`config.mk`:
```
export PLATFORM = sky130hd
export DESIGN_NAME = level_timeout_timer
export DESIGN_NICKNAME = d
export VERILOG_FILES = /design/src/rtl/level_timeout_timer.sv
export SDC_FILE = /design/constraint.sdc
export NUM_CORES = 1
export LEC_CHECK = 0
export ABC_CLOCK_PERIOD_IN_PS = 3300
export BUFFER_PORTS_ARGS = -buffer_cell sky130_fd_sc_hd__buf_4
export CORE_MARGIN = 10
export CORE_UTILIZATION = 31
export CTS_CLUSTER_DIAMETER = 120
export CTS_CLUSTER_SIZE = 8
export DETAILED_ROUTE_END_ITERATION = 10
export PLACE_DENSITY = 0.5
export SYNTH_ARGS = -nofsm -noshare
export SYNTH_HDL_FRONTEND = slang
export SYNTH_SLANG_ARGS = --single-unit
```
`constraint.sdc`:
```
create_clock -name clk -period 3.3 [get_ports clk]
set_input_delay 0.165 -clock clk [delete_from_list [all_inputs] [get_ports clk]]
set_output_delay 0.165 -clock clk [all_outputs]
set_load 0.005 [all_outputs]
```
`src/rtl/level_timeout_timer.sv`:
```
// Level-indexed timeout timer: counts qualified ticks to a per-level limit,
// pulses timeout on expiry, one-shot or auto-reload, saturating expiry count.
module level_timeout_timer #(
  parameter int CNT_W   = 8,
  parameter int LVL_W   = 3,
  parameter int NUM_LVL = 5,
  parameter logic [NUM_LVL*CNT_W-1:0] LIMITS =
    {8'd3, 8'd5, 8'd8, 8'd10, 8'd13},
  parameter int EXP_W   = 4
) (
  input  logic             clk,
  input  logic             rst,
  input  logic [LVL_W-1:0] curLevel,
  input  logic             enable,
  input  logic             in,
  input  logic             start,
  input  logic             clear,
  input  logic             one_shot,
  output logic             timeout,
  output logic             running,
  output logic             done,
  output logic [CNT_W-1:0] remaining,
  output logic [EXP_W-1:0] exp_cnt
);

  typedef enum logic [1:0] {
    IDLE = 2'd0,
    RUN  = 2'd1,
    DONE = 2'd2
  } state_t;

  localparam logic [CNT_W-1:0] LIM1 = LIMITS[CNT_W-1:0];

  state_t           state, state_n;
  logic [CNT_W-1:0] count, count_n;
  logic [CNT_W-1:0] limit_q, limit_n;
  logic             mode_q, mode_n;
  logic             timeout_n;
  logic [EXP_W-1:0] exp_n;
  logic [CNT_W-1:0] lvl_limit;

  // Out-of-range levels (0 or above NUM_LVL) fall back to level 1.
  always_comb begin
    lvl_limit = LIM1;
    for (int k = 1; k < NUM_LVL; k++) begin
      if (curLevel == LVL_W'(k + 1))
        lvl_limit = LIMITS[k*CNT_W +: CNT_W];
    end
  end

  always_comb begin
    state_n   = state;
    count_n   = count;
    limit_n   = limit_q;
    mode_n    = mode_q;
    timeout_n = 1'b0;
    exp_n     = exp_cnt;
    if (clear) begin
      state_n = IDLE;
      count_n = '0;
    end else if (start) begin
      state_n = RUN;
      count_n = '0;
      exp_n   = '0;
      limit_n = lvl_limit;
      mode_n  = one_shot;
    end else begin
      unique case (state)
        RUN: begin
          if (enable && in) begin
            if (count == limit_q) begin
              timeout_n = 1'b1;
              count_n   = '0;
              if (exp_cnt != '1)
                exp_n = exp_cnt + 1'b1;
              if (mode_q)
                state_n = DONE;
              else
                limit_n = lvl_limit;
            end else begin
              count_n = count + 1'b1;
            end
          end
        end
        IDLE:    count_n = '0;
        DONE:    count_n = '0;
        default: begin
          state_n = IDLE;
          count_n = '0;
        end
      endcase
    end
  end

  // Status outputs are registered from next-state values so they
  // line up with the state register.
  always_ff @(posedge clk or posedge rst) begin
    if (rst) begin
      state     <= IDLE;
      count     <= '0;
      limit_q   <= LIM1;
      mode_q    <= 1'b0;
      timeout   <= 1'b0;
      running   <= 1'b0;
      done      <= 1'b0;
      remaining <= LIM1;
      exp_cnt   <= '0;
    end else begin
      state     <= state_n;
      count     <= count_n;
      limit_q   <= limit_n;
      mode_q    <= mode_n;
      timeout   <= timeout_n;
      running   <= (state_n == RUN);
      done      <= (state_n == DONE);
      remaining <= limit_n - count_n;
      exp_cnt   <= exp_n;
    end
  end

endmodule

```
---- Word level (Yosys, flattened, before mapping) ----
Index checks and enable logic that the tools add are counted.
Widths: inputs -> output; s select.
word-level totals
  register bits ........................... 34
  bits of input ports ..................... 10
  output and inout port bits .............. 15
  logic and storage cells ................. 63
operators by class
  $add $sub $neg .......................... 3
  equal/unequal tests ..................... 10
  multiplexer cells ....................... 31
  bitwise operators ....................... 1
  reductions and logical operators ........ 9
operators with widths
  cell                 number
  $mux 8               14
  $mux 4               5
  $mux 2               5
  $add 8x1->8 const B  1
  $eq 8x8->1           1
  $reduce_bool 2->1    4
  $sub 8x8->8          1
  $eq 3x2->1 const B   2
  $eq 3x3->1 const B   2
  $mux 1               5
  $reduce_and 5->1     1
  $add 4x1->4 const B  1
  $eq 2x1->1 const B   2
  $eq 2x2->1 const B   2
  $ne 4x4->1 const B   1
  $pmux 2 s2           1
  $mux 3               1
  $logic_not 2->1      1
  $reduce_and 2->1     1
  $reduce_or 2->1      1
  $logic_and 1x1->1    1
  $not 1->1            1

---- Longest topological paths before layout ----
Gate-level depths: netlist (run 1).
  depth after elaboration ................. 12
  depth in mapped cells ................... 14
  gate-level depth less buffers ........... 13

---- Worst setup path after synthesis (run 1) ----
Ideal clock, no wire load.
  path kind ............................... reg2reg
  from .................................... register limit_q[2]
  to ...................................... register remaining[6]
  setup time .............................. 0.080 ns
  arrival ................................. 2.816 ns
  required time ........................... 3.220 ns
  slack ................................... 0.404 ns
  stages on the path, launching flop included .. 15
  path buffers ............................ 1
  period minus slack after synthesis ...... 2.896 ns
  path through ............................ dfstp_2 -> xor2_1 -> nor4_4 -> a41o_2 -> buf_6 -> mux2i_2 -> ha_1 -> inv_1 -> fa_1 -> nand2_1 -> nand2_1 -> a21oi_1 -> o21bai_1 -> a21oi_1 -> xnor2_1
between the ends
  word-level cells in the longest chain between the ends .. 7
  elaborated cells on any way between the ends .. 13
  those cells by class .................... add/sub: 1; eq/ne: 1; mux: 11
RTL lines
  item                                         line    text
  start: declaration                           36      logic [CNT_W-1:0] limit_q, limit_n;
  start signal: assignment                     111     limit_q <= limit_n;
  $eq 8x8->1 / $mux 8 (equally long branches)  71, 76
  $mux 8                                       71      if (count == limit_q) begin
  $mux 8                                       70      if (enable && in) begin
  $mux 8                                       68      unique case (state)
  $mux 8                                       61      end else if (start) begin
  $mux 8                                       58      if (clear) begin
  $sub 8x8->8 *                                116     remaining <= limit_n - count_n;
  end signal: assignment                       116
  end: declaration                             22      output logic [CNT_W-1:0] remaining,
Mark *: on every way between the ends. The rest lies on a longest branch, timed or not.
A chain may end at the register's enable or synchronous reset.

---- Final worst setup path (run 1) ----
  from .................................... register count[2]
  to ...................................... register remaining[6]
between the ends
  word-level cells in the longest chain between the ends .. 7
  elaborated cells on any way between the ends .. 13
  those cells by class .................... add/sub: 2; eq/ne: 1; mux: 10
RTL lines
  item                                              line    text
  start: declaration                                35      logic [CNT_W-1:0] count, count_n;
  start signal: assignment                          110     count <= count_n;
  $add 8x1->8 / $eq 8x8->1 (equally long branches)  81, 71
  $mux 8                                            71
  $mux 8                                            70
  $mux 8                                            68
  $mux 8                                            61
  $mux 8                                            58
  $sub 8x8->8 *                                     116
Marks and branches as above.

==> results.tsv, run 1 <==
stage	metric	value	unit
status	status	completed	
critical_path	Worst Path Required	3.50	ns
logic_synthesis	top cell type's share of synthesized area	38.17	%
die	total core area	5642	sq um
timing	actual slew at the worst max-slew pin	0.4375	ns
drt	via count	1250	
logic_synthesis	Post-Syn Instances	175	
critical_path	critical path arrival	3.22	ns
drt	DRC errors left	0	
worst_hold_path	HP Start	one_shot	
critical_path	CP endpoint kind	flip-flop	
critical_path	critical path fanouts, max	5	
clock_tree	TritonCTS clock tree	built	
logic_synthesis	Synth Warn #	0	
timing	FMAX	331.9	MHz
clock_tree	Clock transition at path regs	0.07	ns
timing	worst clock skew	0.006761	ns
final_layout	layout cells sized above 1	29.38	%
final_layout	area grow syn2layout	21.61	%
global_routing	GRT Total Usage	8.061	%
clock_tree	number of buffers created by CTS	5	
placement	I/O Buffers	24	
critical_path	most used cell, CP	nand2_1	
critical_path	Critical path origin	count[2]$_DFF_PP0_	
timing	fin crit share	91.31	%
timing	Max Transition Viols Final	0	
power_and_ir_drop	pwr dens	405.4	nW/um^2
timing	RSZ-0062 raised after global routing	no	
die	# rows	27	
final_layout	Fillers	563	
placement	GP Congestion	0.7449	
timing	Setup TNS	0	ns
critical_path	worst-path cell chain	xor2_1 -> nor4_4 -> a41o_2 -> mux2i_2 -> ha_1 -> inv_1 -> fa_1 -> nand2_1 -> nand2_1 -> a21oi_2 -> o21bai_1 -> a21oi_1 -> xnor2_1	
logic_synthesis	syn_area_per_cell	10.49	sq um
placement	dpl ws	0.2333	ns
clock_tree	Clk Latency, worst-skew pair	0.28	ns
power_and_ir_drop	Peak VDD IR	0.1688	mV
die	die width	96.95	um
timing	final setup fails	0	
global_routing	largest net degree at the start of global routing	35	
power_and_ir_drop	LEAKAGE	1.049	nW
global_routing	initial antenna violation count	0	
logic_synthesis	main flop type after synthesis	dfrtp_1	
drt	DR iter-0 viols	38	
final_layout	nets	230	
timing	Final min period	3.013	ns
logic_synthesis	Synth async-reset ratio	100.0	%
clock_tree	Clock Path Buffers	2	
logic_synthesis	Netlist cell types	40	
global_routing	Congestion Overflow GR	0	
drt	Final ANT Viol Nets	0	
clock_tree	Post CTS Setup Buffer Count	0	
critical_path	Worst R2R Setup Slack	0.29	ns
flow_run	total of max-cap violations	0	
die	Die H	96.95	um
logic_synthesis	number of synthesized flops with an enable pin	0	
placement	dpl hpwl	2.900	mm
critical_path	CP startpoint kind	flip-flop	
worst_hold_path	Worst Hold Class	primary input to flip-flop	
final_layout	final instance area	2232	sq um
clock_tree	Root Driver	clkbuf_8	
logic_synthesis	synth top area cells	dfrtp_1, dfstp_2, ha_1	
drt	Vias/cell	4.417	
global_routing	number of global-route vias before repair	1335	
drt	1st-pass router iterations	4	
die	I/O pin count	25	
critical_path	CP max stage delay	0.44	ns
clock_tree	H-tree level count	2	
critical_path	Slowest-stage cell, CP	dfrtp_1	
critical_path	Reg2Reg Launch Point	count[2]$_DFF_PP0_	
critical_path	Setup CP Type	flip-flop to flip-flop	
logic_synthesis	Yosys reg bits	34	
die	initial core utilization	32.53	%
logic_synthesis	Seq/Total Area, Yosys	46.76	%
logic_synthesis	Post-Syn Area	1836	sq um
logic_synthesis	most frequent cells after synthesis	dfrtp_1, inv_1, nor2_1	
timing	Final Hold Violating Endpoints	0	
final_layout	n_diodes	0	
timing	worst setup margin	0.2869	ns
clock_tree	count of clock tree sinks	34	
logic_synthesis	area leader, netlist	dfrtp_1	
global_routing	first-pass GRT wire length	6.354	mm
drt	total wire length	3.674	mm
placement	Post-DP Area	2127	sq um
timing	Slew headroom	70.52	%
logic_synthesis	top-count cell post-synth	dfrtp_1	
die	die footprint	9399	sq um
logic_synthesis	Syn Nets	195	
drt	WL/cell	12.98	um
[cells by family (layout without fill, tap and decap cells)]
logic type / count (synthesis) / count (layout) / share of synthesized area [%]
AOI/OAI and AO/OA: 21 / 21 / 7.975
xor gates and xnor gates: 23 / 23 / 11.38
adders and majority gates: 10 / 10 / 7.226
buffers and inverters: 19 / 55 / 4.362
DFF: 34 / 34 / 46.76
muxes: 2 / 2 / 1.295
and+or+nand+nor: 66 / 66 / 21.00
[state kept, by name (all words and copies together), names as in the netlist]
signal     flops
mode_q         1
limit_q        8
count          8
timeout        1
done           1
state          2
exp_cnt        4
remaining      8
running        1
[cells in the final DEF, fill, tap and decap left out, types with 8 or more instances in the layout]
cell / n
buf_4: 29
ha_1: 9
inv_1: 17
dfrtp_1: 28
nand2_1: 13
nor2_1: 16
xnor2_1: 10
nand3_1: 8
xor2_1: 12
[worst paths after layout]
kind	endpoint	cells after the start
worst max-delay path	remaining[6]$_DFF_PP0_	13
worst min-delay path	mode_q$_DFFE_PP0P_	3
worst max register to register	remaining[6]$_DFF_PP0_	13
worst min register to register	limit_q[4]$_DFF_PP0_	2
max in group asynchronous	limit_q[3]$_DFF_PP1_	4
min in group asynchronous	exp_cnt[2]$_DFFE_PP0P_	4
[cell type report]
| class | count | area [sq um] | area share, % |
|---|---|---|---|
| Multi-Input combinational cell | 122 | 900.9 | 40.36 |
| Sequential cell | 34 | 858.3 | 38.45 |
| Timing Repair Buffer | 30 | 227.7 | 10.20 |
| Tap cell | 72 | 90.09 | 4.036 |
| Clock buffer | 7 | 86.33 | 3.868 |
| Inverter | 17 | 63.81 | 2.859 |
| Clock inverter | 1 | 5.005 | 0.2242 |
[stage by stage]
| stage | std cells | utilization (%) | total power, mW | hold slack [ns] |
|---|---|---|---|---|
| 2_1_floorplan | 175 | - | 0.5433 | 0.2318 |
| 3_3_place_gp | 274 | 37.70 | 0.6025 | 0.2971 |
| 3_5_place_dp | 274 | 37.70 | 0.6018 | 0.2962 |
| 4_1_cts | 283 | 39.50 | 0.9209 | 0.07021 |
| 5_1_grt | 283 | 39.57 | 0.9573 | 0.07910 |
| 6_report | 283 | 39.57 | 0.9049 | 0.07895 |
[power by group]
group	switching [mW]	total (mW)	internal (mW)
sequential	0.0112	0.460	0.449
combinational	0.0674	0.132	0.0650
clock	0.144	0.312	0.168
total	0.223	0.905	0.682
[layer usage]
| layer | track usage [%] | vias up | routed length [um] |
|---|---|---|---|
| li1 | - | 645 | - |
| met1 | 10.08 | 576 | 1775 |
| met2 | 12.53 | 26 | 1648 |
| met3 | 3.052 | 3 | 228 |
| met4 | 2.368 | 0 | 23 |
| met5 | 0 | - | 0 |
[repair_timing]
item                       CTS  global route
hold endpoints to repair    28             0
hold buffers                 1             0
setup endpoints to repair    0             1
resized for setup            0             1
[critical path, delay by kind of cell, from the launching register on]
family	cells	cell delay (ns)
multiplexers	1	0.23
adder cells (fa/ha/maj)	2	0.62
flip-flops	1	0.44
AO/OA/AOI/OAI	4	0.74
buffers and inverters	1	0.07
XOR/XNOR	2	0.33
AND/OR/NAND/NOR	3	0.51
Power figures use the tool's default switching activity.
==> run 2, diff against run 1 <==
--- a/config.mk
+++ b/config.mk
@@ -5,6 +5,7 @@
 export SDC_FILE = /design/constraint.sdc
 export NUM_CORES = 1
 export LEC_CHECK = 0
+export ABC_AREA = 1
 export ABC_CLOCK_PERIOD_IN_PS = 3300
 export BUFFER_PORTS_ARGS = -buffer_cell sky130_fd_sc_hd__buf_4
 export CORE_MARGIN = 10
==> run 2 against run 1 <==
  * Register-to-register slack gained 0.04 ns
  * Critical path depth grew 5
  * Largest cell class unchanged
  * Global-route usage grew 0.93 points
==> results.tsv, run 2 <==
stage	metric	value	unit	change
status	status	completed		
timing	Final Hold Violating Endpoints	0		unchanged
drt	1st-pass router iterations	4		unchanged
logic_synthesis	syn_area_per_cell	8.008	sq um	-24%
logic_synthesis	Netlist cell types	29		-28%
logic_synthesis	Yosys reg bits	34		unchanged
logic_synthesis	top cell type's share of synthesized area	35.71	%	-2.5 points
logic_synthesis	main flop type after synthesis	dfrtp_1		
timing	Setup TNS	0	ns	unchanged
logic_synthesis	Synth Warn #	0		unchanged
placement	dpl hpwl	3.368	mm	+16%
power_and_ir_drop	LEAKAGE	1.260	nW	+20%
drt	via count	1557		+25%
clock_tree	H-tree level count	2		unchanged
clock_tree	Clock Path Buffers	2		unchanged
critical_path	Setup CP Type	flip-flop to flip-flop		
logic_synthesis	Post-Syn Instances	245		+40%
critical_path	most used cell, CP	nand2_1		
clock_tree	Post CTS Setup Buffer Count	0		unchanged
placement	GP Congestion	0.8398		+13%
die	initial core utilization	32.56	%	about the same
drt	Met3 Routed Length	258	um	+13%
clock_tree	Clock transition at path regs	0.07	ns	about the same
critical_path	critical path arrival	3.13	ns	-0.09 ns
final_layout	nets	297		+29%
final_layout	Fillers	649		+15%
logic_synthesis	area leader, netlist	dfrtp_1		
die	die width	99.55	um	+2.7%
drt	routed wl met2	1.816	mm	+10%
drt	DRC errors left	0		unchanged
timing	FMAX	336.0	MHz	+1.2%
final_layout	most frequent cells in the layout	nand2_1, inv_1, nor2_1, dfrtp_1, buf_4		
final_layout	footprint of the multi-input gates	894.6	sq um	-0.69%
timing	Slew headroom	70.75	%	+0.23 points
clock_tree	TritonCTS clock tree	built		
placement	Post-DP Area	2236	sq um	+5.1%
clock_tree	Clk Latency, worst-skew pair	0.28	ns	about the same
timing	final setup fails	0		unchanged
power_and_ir_drop	Peak VDD IR	0.2457	mV	+46%
final_layout	final instance area	2356	sq um	+5.5%
timing	RSZ-0062 raised after global routing	no		
logic_synthesis	Post-Syn Area	1962	sq um	+6.9%
clock_tree	count of clock tree sinks	34		unchanged
timing	Max Transition Viols Final	0		unchanged
critical_path	critical path fanouts, max	10		+5
power_and_ir_drop	pwr dens	429.7	nW/um^2	+6.0%
drt	DR iter-0 viols	53		+39%
global_routing	Congestion Overflow GR	0		unchanged
drt	total wire length	4.222	mm	+15%
worst_hold_path	Worst Hold Class	primary input to flip-flop		
logic_synthesis	Seq/Total Area, Yosys	43.75	%	-3.0 points
flow_run	total of max-cap violations	0		unchanged
final_layout	layout cells sized above 1	20.14	%	-9.2 points
global_routing	GRT Total Usage	8.987	%	+0.93 points
logic_synthesis	synth top area cells	dfrtp_1, nand2_1, inv_1		
timing	Final min period	2.976	ns	-0.03705 ns
timing	worst clock skew	0.007948	ns	+0.001187 ns
logic_synthesis	number of synthesized flops with an enable pin	0		unchanged
final_layout	n_diodes	0		unchanged
die	total core area	6026	sq um	+6.8%
die	I/O pin count	25		unchanged
drt	Final ANT Viol Nets	0		unchanged
die	# rows	28		+3.7%
critical_path	worst-path cell chain	inv_1 -> nand2_1 -> nand2_1 -> nor2_1 -> nand2_1 -> nor2_2 -> nand3_2 -> nand2_4 -> nand2_2 -> o22ai_1 -> ha_1 -> nand2_1 -> nand2_1 -> a31oi_1 -> inv_1 -> a21oi_1 -> o21ai_0 -> xor2_1		
critical_path	CP max stage delay	0.55	ns	+0.11 ns
logic_synthesis	most frequent cells after synthesis	nand2_1, inv_1, dfrtp_1, nor2_1, nand3_1		
drt	WL met1	2.098	mm	+18%
drt	WL/cell	11.96	um	-7.9%
final_layout	most common cell after layout, fill and taps aside	nand2_1		
timing	fin crit share	90.18	%	-1.1 points
logic_synthesis	Syn Nets	265		+36%
clock_tree	number of buffers created by CTS	5		unchanged
logic_synthesis	top-count cell post-synth	nand2_1		
final_layout	Largest regs	count x8, limit_q x8, remaining x8		
global_routing	number of global-route vias before repair	1560		+17%
final_layout	Reg area	858.3	sq um	unchanged
clock_tree	Root Driver	clkbuf_8		
critical_path	CP endpoint kind	flip-flop		
logic_synthesis	Synth async-reset ratio	100.0	%	unchanged
placement	I/O Buffers	24		unchanged
clock_tree	CTS resizes	0		unchanged
critical_path	Worst Path Required	3.45	ns	-0.05 ns
critical_path	Slowest-stage cell, CP	dfstp_2		
critical_path	CP startpoint kind	flip-flop		
global_routing	largest net degree at the start of global routing	35		unchanged
drt	Vias/cell	4.411		-0.14%
global_routing	initial antenna violation count	0		unchanged
drt	top sig layer	met4		
final_layout	area grow syn2layout	20.09	%	
die	die footprint	9910	sq um	+5.4%
timing	actual slew at the worst max-slew pin	0.4387	ns	+0.001182 ns
die	Die H	99.55	um	+2.7%
global_routing	first-pass GRT wire length	7.307	mm	+15%
==> run 2: changes by cell type after synthesis, moves of 5 or more <==
cell and change:
inv_1 +28, nand3_1 +5, nand2b_1 -5, nor2_1 +12
nand2_1 +46, or2_2 -6, o21ai_0 +5, xor2_1 -5
==> run 2: where the power goes <==
group	internal [mW]	switching [mW]
logic	0.0834	0.0964
registers	0.459	0.0163
clock network	0.211	0.147
==> run 2: repair_timing <==
action,CTS,global route
hold buffers,1,0
hold endpoints to repair,9,0
setup endpoints to repair,0,0
==> run 2: layout make-up <==
cell class | instances | area share [%]
clock buffers | 8 | 4.673
inverters | 50 | 8.550
multi-input cells | 160 | 37.97
flip-flops and latches | 34 | 36.43
well taps | 75 | 3.983
repair buffers | 26 | 8.391
==> run 2: cell families (layout without fill, tap and decap cells) <==
family,after synthesis,count (layout),synth area share (%)
buffers and inverters,51,84,10.65
AO/OA/AOI/OAI,24,24,7.718
flip-flops,34,34,43.75
adder cells (fa/ha/maj),10,10,6.760
AND/OR/NAND/NOR,112,112,24.87
XOR/XNOR,14,14,6.250
==> run 2: final timing paths <==
kind | slack, ns | cells after the start | from | end
setup / recovery | 0.32 | 18 | limit_q[3]$_DFF_PP1_ | remaining[5]$_DFF_PP0_
setup reg to reg | 0.32 | 18 | limit_q[3]$_DFF_PP1_ | remaining[5]$_DFF_PP0_
max in group asynchronous | 2.42 | 4 | rst | remaining[3]$_DFF_PP1_
hold reg to reg | 0.48 | 1 | state[0]$_DFF_PP0_ | state[1]$_DFF_PP0_
hold / removal | 0.09 | 3 | one_shot | mode_q$_DFFE_PP0P_
min in group asynchronous | 0.54 | 4 | rst | mode_q$_DFFE_PP0P_
==> run 2: through the flow <==
stage	cells	hold WS, ns	utilization (%)	power [mW]	setup WS (ns)
finish	353	0.09288	39.10	1.012	0.3239
global route	353	0.09441	39.10	1.076	0.03177
CTS	353	0.08633	39.10	1.031	0.3131
detailed placement	344	0.3037	37.11	0.6663	0.3365
global placement	344	0.3017	37.11	0.6684	0.3028
floorplan	245	0.2354	-	0.5880	0.7511
==> run 2: routing by layer <==
layer	GRT usage [%]	vias to the layer above
met4	3.418	0
met1	11.31	703
li1	-	818
met2	13.63	32
met3	3.322	4
met5	0	-
==> run 2: worst max-delay path: cells and delay by family, from the launching register on <==
kind	cells	cell delay, ns
flops	1	0.55
compound gates	4	0.74
fa+ha+maj	1	0.34
xor+xnor	1	0.16
simple gates	10	0.92
buf+inv	2	0.13
==> run 3, diff against run 2 <==
--- a/config.mk
+++ b/config.mk
@@ -8,7 +8,6 @@
 export ABC_AREA = 1
 export ABC_CLOCK_PERIOD_IN_PS = 3300
 export BUFFER_PORTS_ARGS = -buffer_cell sky130_fd_sc_hd__buf_4
-export CORE_MARGIN = 10
 export CORE_UTILIZATION = 31
 export CTS_CLUSTER_DIAMETER = 120
 export CTS_CLUSTER_SIZE = 8
==> run 3 against run 2 <==
  * Maximum frequency fell by 1.4%
  * Clock skew fell by 0.0010 ns
  * Sequential power barely moved
  * Count of clock-buffer cells in the layout did not move
  * Die area fell by 33%
  * Core utilization did not move
  * Sequential share of layout area did not move
  * Sequential cell count did not move
  * Global-route usage rose by 5.4 points
  * Design area did not move
  * Critical path type unchanged
  * Critical path depth did not move
==> results.tsv, run 3 (synthesis gave the netlist of run 2 again) <==
stage	metric	value	unit	change
final_layout	nets	297		unchanged
critical_path	CP startpoint kind	flip-flop		
die	I/O pin count	25		unchanged
power_and_ir_drop	Overall Power	1.017	mW	+0.41%
timing	actual slew at the worst max-slew pin	0.4420	ns	+0.003302 ns
power_and_ir_drop	Reg power frac	46.8	%	about the same
timing	fin crit share	91.48	%	+1.3 points
power_and_ir_drop	combinational fraction of design power	17.7	%	about the same
worst_hold_path	HP Start	one_shot		
final_layout	most frequent cells in the layout	nand2_1, inv_1, nor2_1, dfrtp_1, buf_4		
global_routing	GRT Total Usage	14.35	%	+5.4 points
timing	Slew headroom	70.53	%	-0.22 points
critical_path	Setup CP Type	flip-flop to flip-flop		
placement	GP Congestion	0.8070		-3.9%
critical_path	Critical path origin	limit_q[3]$_DFF_PP1_		
status	status	completed		
global_routing	first-pass GRT wire length	7.093	mm	-2.9%
drt	WL/cell	11.61	um	-2.9%
global_routing	initial antenna violation count	0		unchanged
placement	Post-DP Area	2236	sq um	unchanged
final_layout	most common cell after layout, fill and taps aside	nand2_1		
clock_tree	number of buffers created by CTS	5		unchanged
die	die footprint	6650	sq um	-33%
clock_tree	Clock Path Buffers	2		unchanged
critical_path	Reg2Reg Launch Point	limit_q[3]$_DFF_PP1_		
global_routing	Congestion Overflow GR	0		unchanged
timing	final setup fails	0		unchanged
critical_path	CP endpoint kind	flip-flop		
clock_tree	Clk Latency, worst-skew pair	0.29	ns	about the same
final_layout	Largest regs	count x8, limit_q x8, remaining x8		
global_routing	largest net degree at the start of global routing	35		unchanged
final_layout	n_diodes	0		unchanged
clock_tree	Post CTS Setup Buffer Count	0		unchanged
timing	Max Transition Viols Final	0		unchanged
clock_tree	count of clock tree sinks	34		unchanged
worst_hold_path	Worst Hold Class	primary input to flip-flop		
power_and_ir_drop	Peak VDD IR	0.2029	mV	-17%
die	die width	81.55	um	-18%
final_layout	layout cells sized above 1	20.14	%	unchanged
die	Die H	81.55	um	-18%
final_layout	final instance area	2356	sq um	unchanged
placement	dpl hpwl	3.195	mm	-5.1%
power_and_ir_drop	pwr dens	431.5	nW/um^2	+0.41%
drt	DR iter-0 viols	57		+7.5%
drt	Vias/cell	4.450		+0.90%
die	# rows	28		unchanged
drt	Final ANT Viol Nets	0		unchanged
power_and_ir_drop	Sw Ratio	25.94	%	+0.31 points
final_layout	final cell utilization of the core	39.10	%	unchanged
power_and_ir_drop	LEAKAGE	1.260	nW	unchanged
clock_tree	TritonCTS clock tree	built		
power_and_ir_drop	clock share of power	35.6	%	+0.3 points
placement	I/O Buffers	24		unchanged
clock_tree	H-tree level count	2		unchanged
drt	total wire length	4.098	mm	-2.9%
drt	DRC errors left	0		unchanged
final_layout	area grow syn2layout	20.09	%	unchanged
clock_tree	Root Driver	clkbuf_8		
timing	Final min period	3.019	ns	+0.04284 ns
clock_tree	Clock transition at path regs	0.07	ns	about the same
global_routing	number of global-route vias before repair	1590		+1.9%
timing	worst clock skew	0.006951	ns	-0.0009971 ns
critical_path	critical path fanouts, max	10		unchanged
timing	FMAX	331.2	MHz	-1.4%
drt	1st-pass router iterations	4		unchanged
critical_path	critical path arrival	3.18	ns	+0.05 ns
timing	Setup TNS	0	ns	unchanged
timing	Final Hold Violating Endpoints	0		unchanged
drt	via count	1571		+0.90%
timing	final hold slack	0.08714	ns	-0.005746 ns
power_and_ir_drop	P_sw	263.7	uW	+1.6%
timing	RSZ-0062 raised after global routing	no		
critical_path	Worst Path Required	3.46	ns	about the same
power_and_ir_drop	Int Power	752.9	uW	about the same
die	total core area	6026	sq um	unchanged
flow_run	total of max-cap violations	0		unchanged
die	initial core utilization	32.56	%	unchanged
==> run 3: cell counts in the layout (fill, tap and decap cells not counted) <==
Identical to the previous run, type by type.
==> run 3: routing by layer <==
layer,global-route usage (%),vias to the layer above,share of wire [%]
met2,24.42,32,45
met1,17.30,705,49
met5,0,-,0
met4,6.429,0,1.9
met3,3.000,8,3.7
li1,-,826,-
==> run 3: metrics by stage <==
stage                     std cells  setup slack [ns]
after global placement          344            0.2559
after global routing            353          0.001826
after floorplan                 245            0.7511
after CTS                       353            0.2820
final                           353            0.2811
after detailed placement        344            0.3054
==> run 3: power by group through the flow <==
stage / Sequential [mW] / Combinational, mW / Clock (mW)
after floorplan: 0.483 / 0.105 / 0
after detailed placement: 0.484 / 0.181 / 0
after global routing: 0.479 / 0.208 / 0.393
after CTS: 0.476 / 0.184 / 0.376
after global placement: 0.484 / 0.181 / 0
final: 0.475 / 0.179 / 0.362
==> run 3: area by class of cell <==
cell class	instances	area [sq um]
Timing Repair Buffer	26	197.7
Tap cell	75	93.84
Fill cell	640	3670
Multi-Input combinational cell	160	894.6
Clock buffer	8	110.1
Inverter	50	201.4
Sequential cell	34	858.3
==> run 3: final timing paths <==
check	to	slack, ns	cells after the start
max	remaining[5]$_DFF_PP0_	0.28	18
min	mode_q$_DFFE_PP0P_	0.09	3
max reg2reg	remaining[5]$_DFF_PP0_	0.28	18
min reg2reg	state[1]$_DFF_PP0_	0.48	1
max in group asynchronous	remaining[3]$_DFF_PP1_	2.43	4
min in group asynchronous	mode_q$_DFFE_PP0P_	0.53	4
==> run 3: worst max-delay path: stages, from the launching register on <==
cell     delay (ns)
dfstp_2        0.55
inv_1          0.05
nand2_1        0.05
nand2_1        0.05
nor2_1         0.12
nand2_1        0.07
nor2_2         0.15
nand3_2        0.12
nand2_4        0.16
nand2_2        0.08
o22ai_1        0.25
ha_1           0.34
nand2_1        0.08
nand2_1        0.04
a31oi_1        0.29
inv_1          0.07
a21oi_1        0.13
o21ai_0        0.11
xor2_1         0.16
==> run 3: timing repair <==
| action | 4_1_cts | 5_1_grt |
|---|---|---|
| hold buffers | 1 | 0 |
| resized for setup | 0 | 0 |
| endpoints found under the hold margin | 20 | 0 |
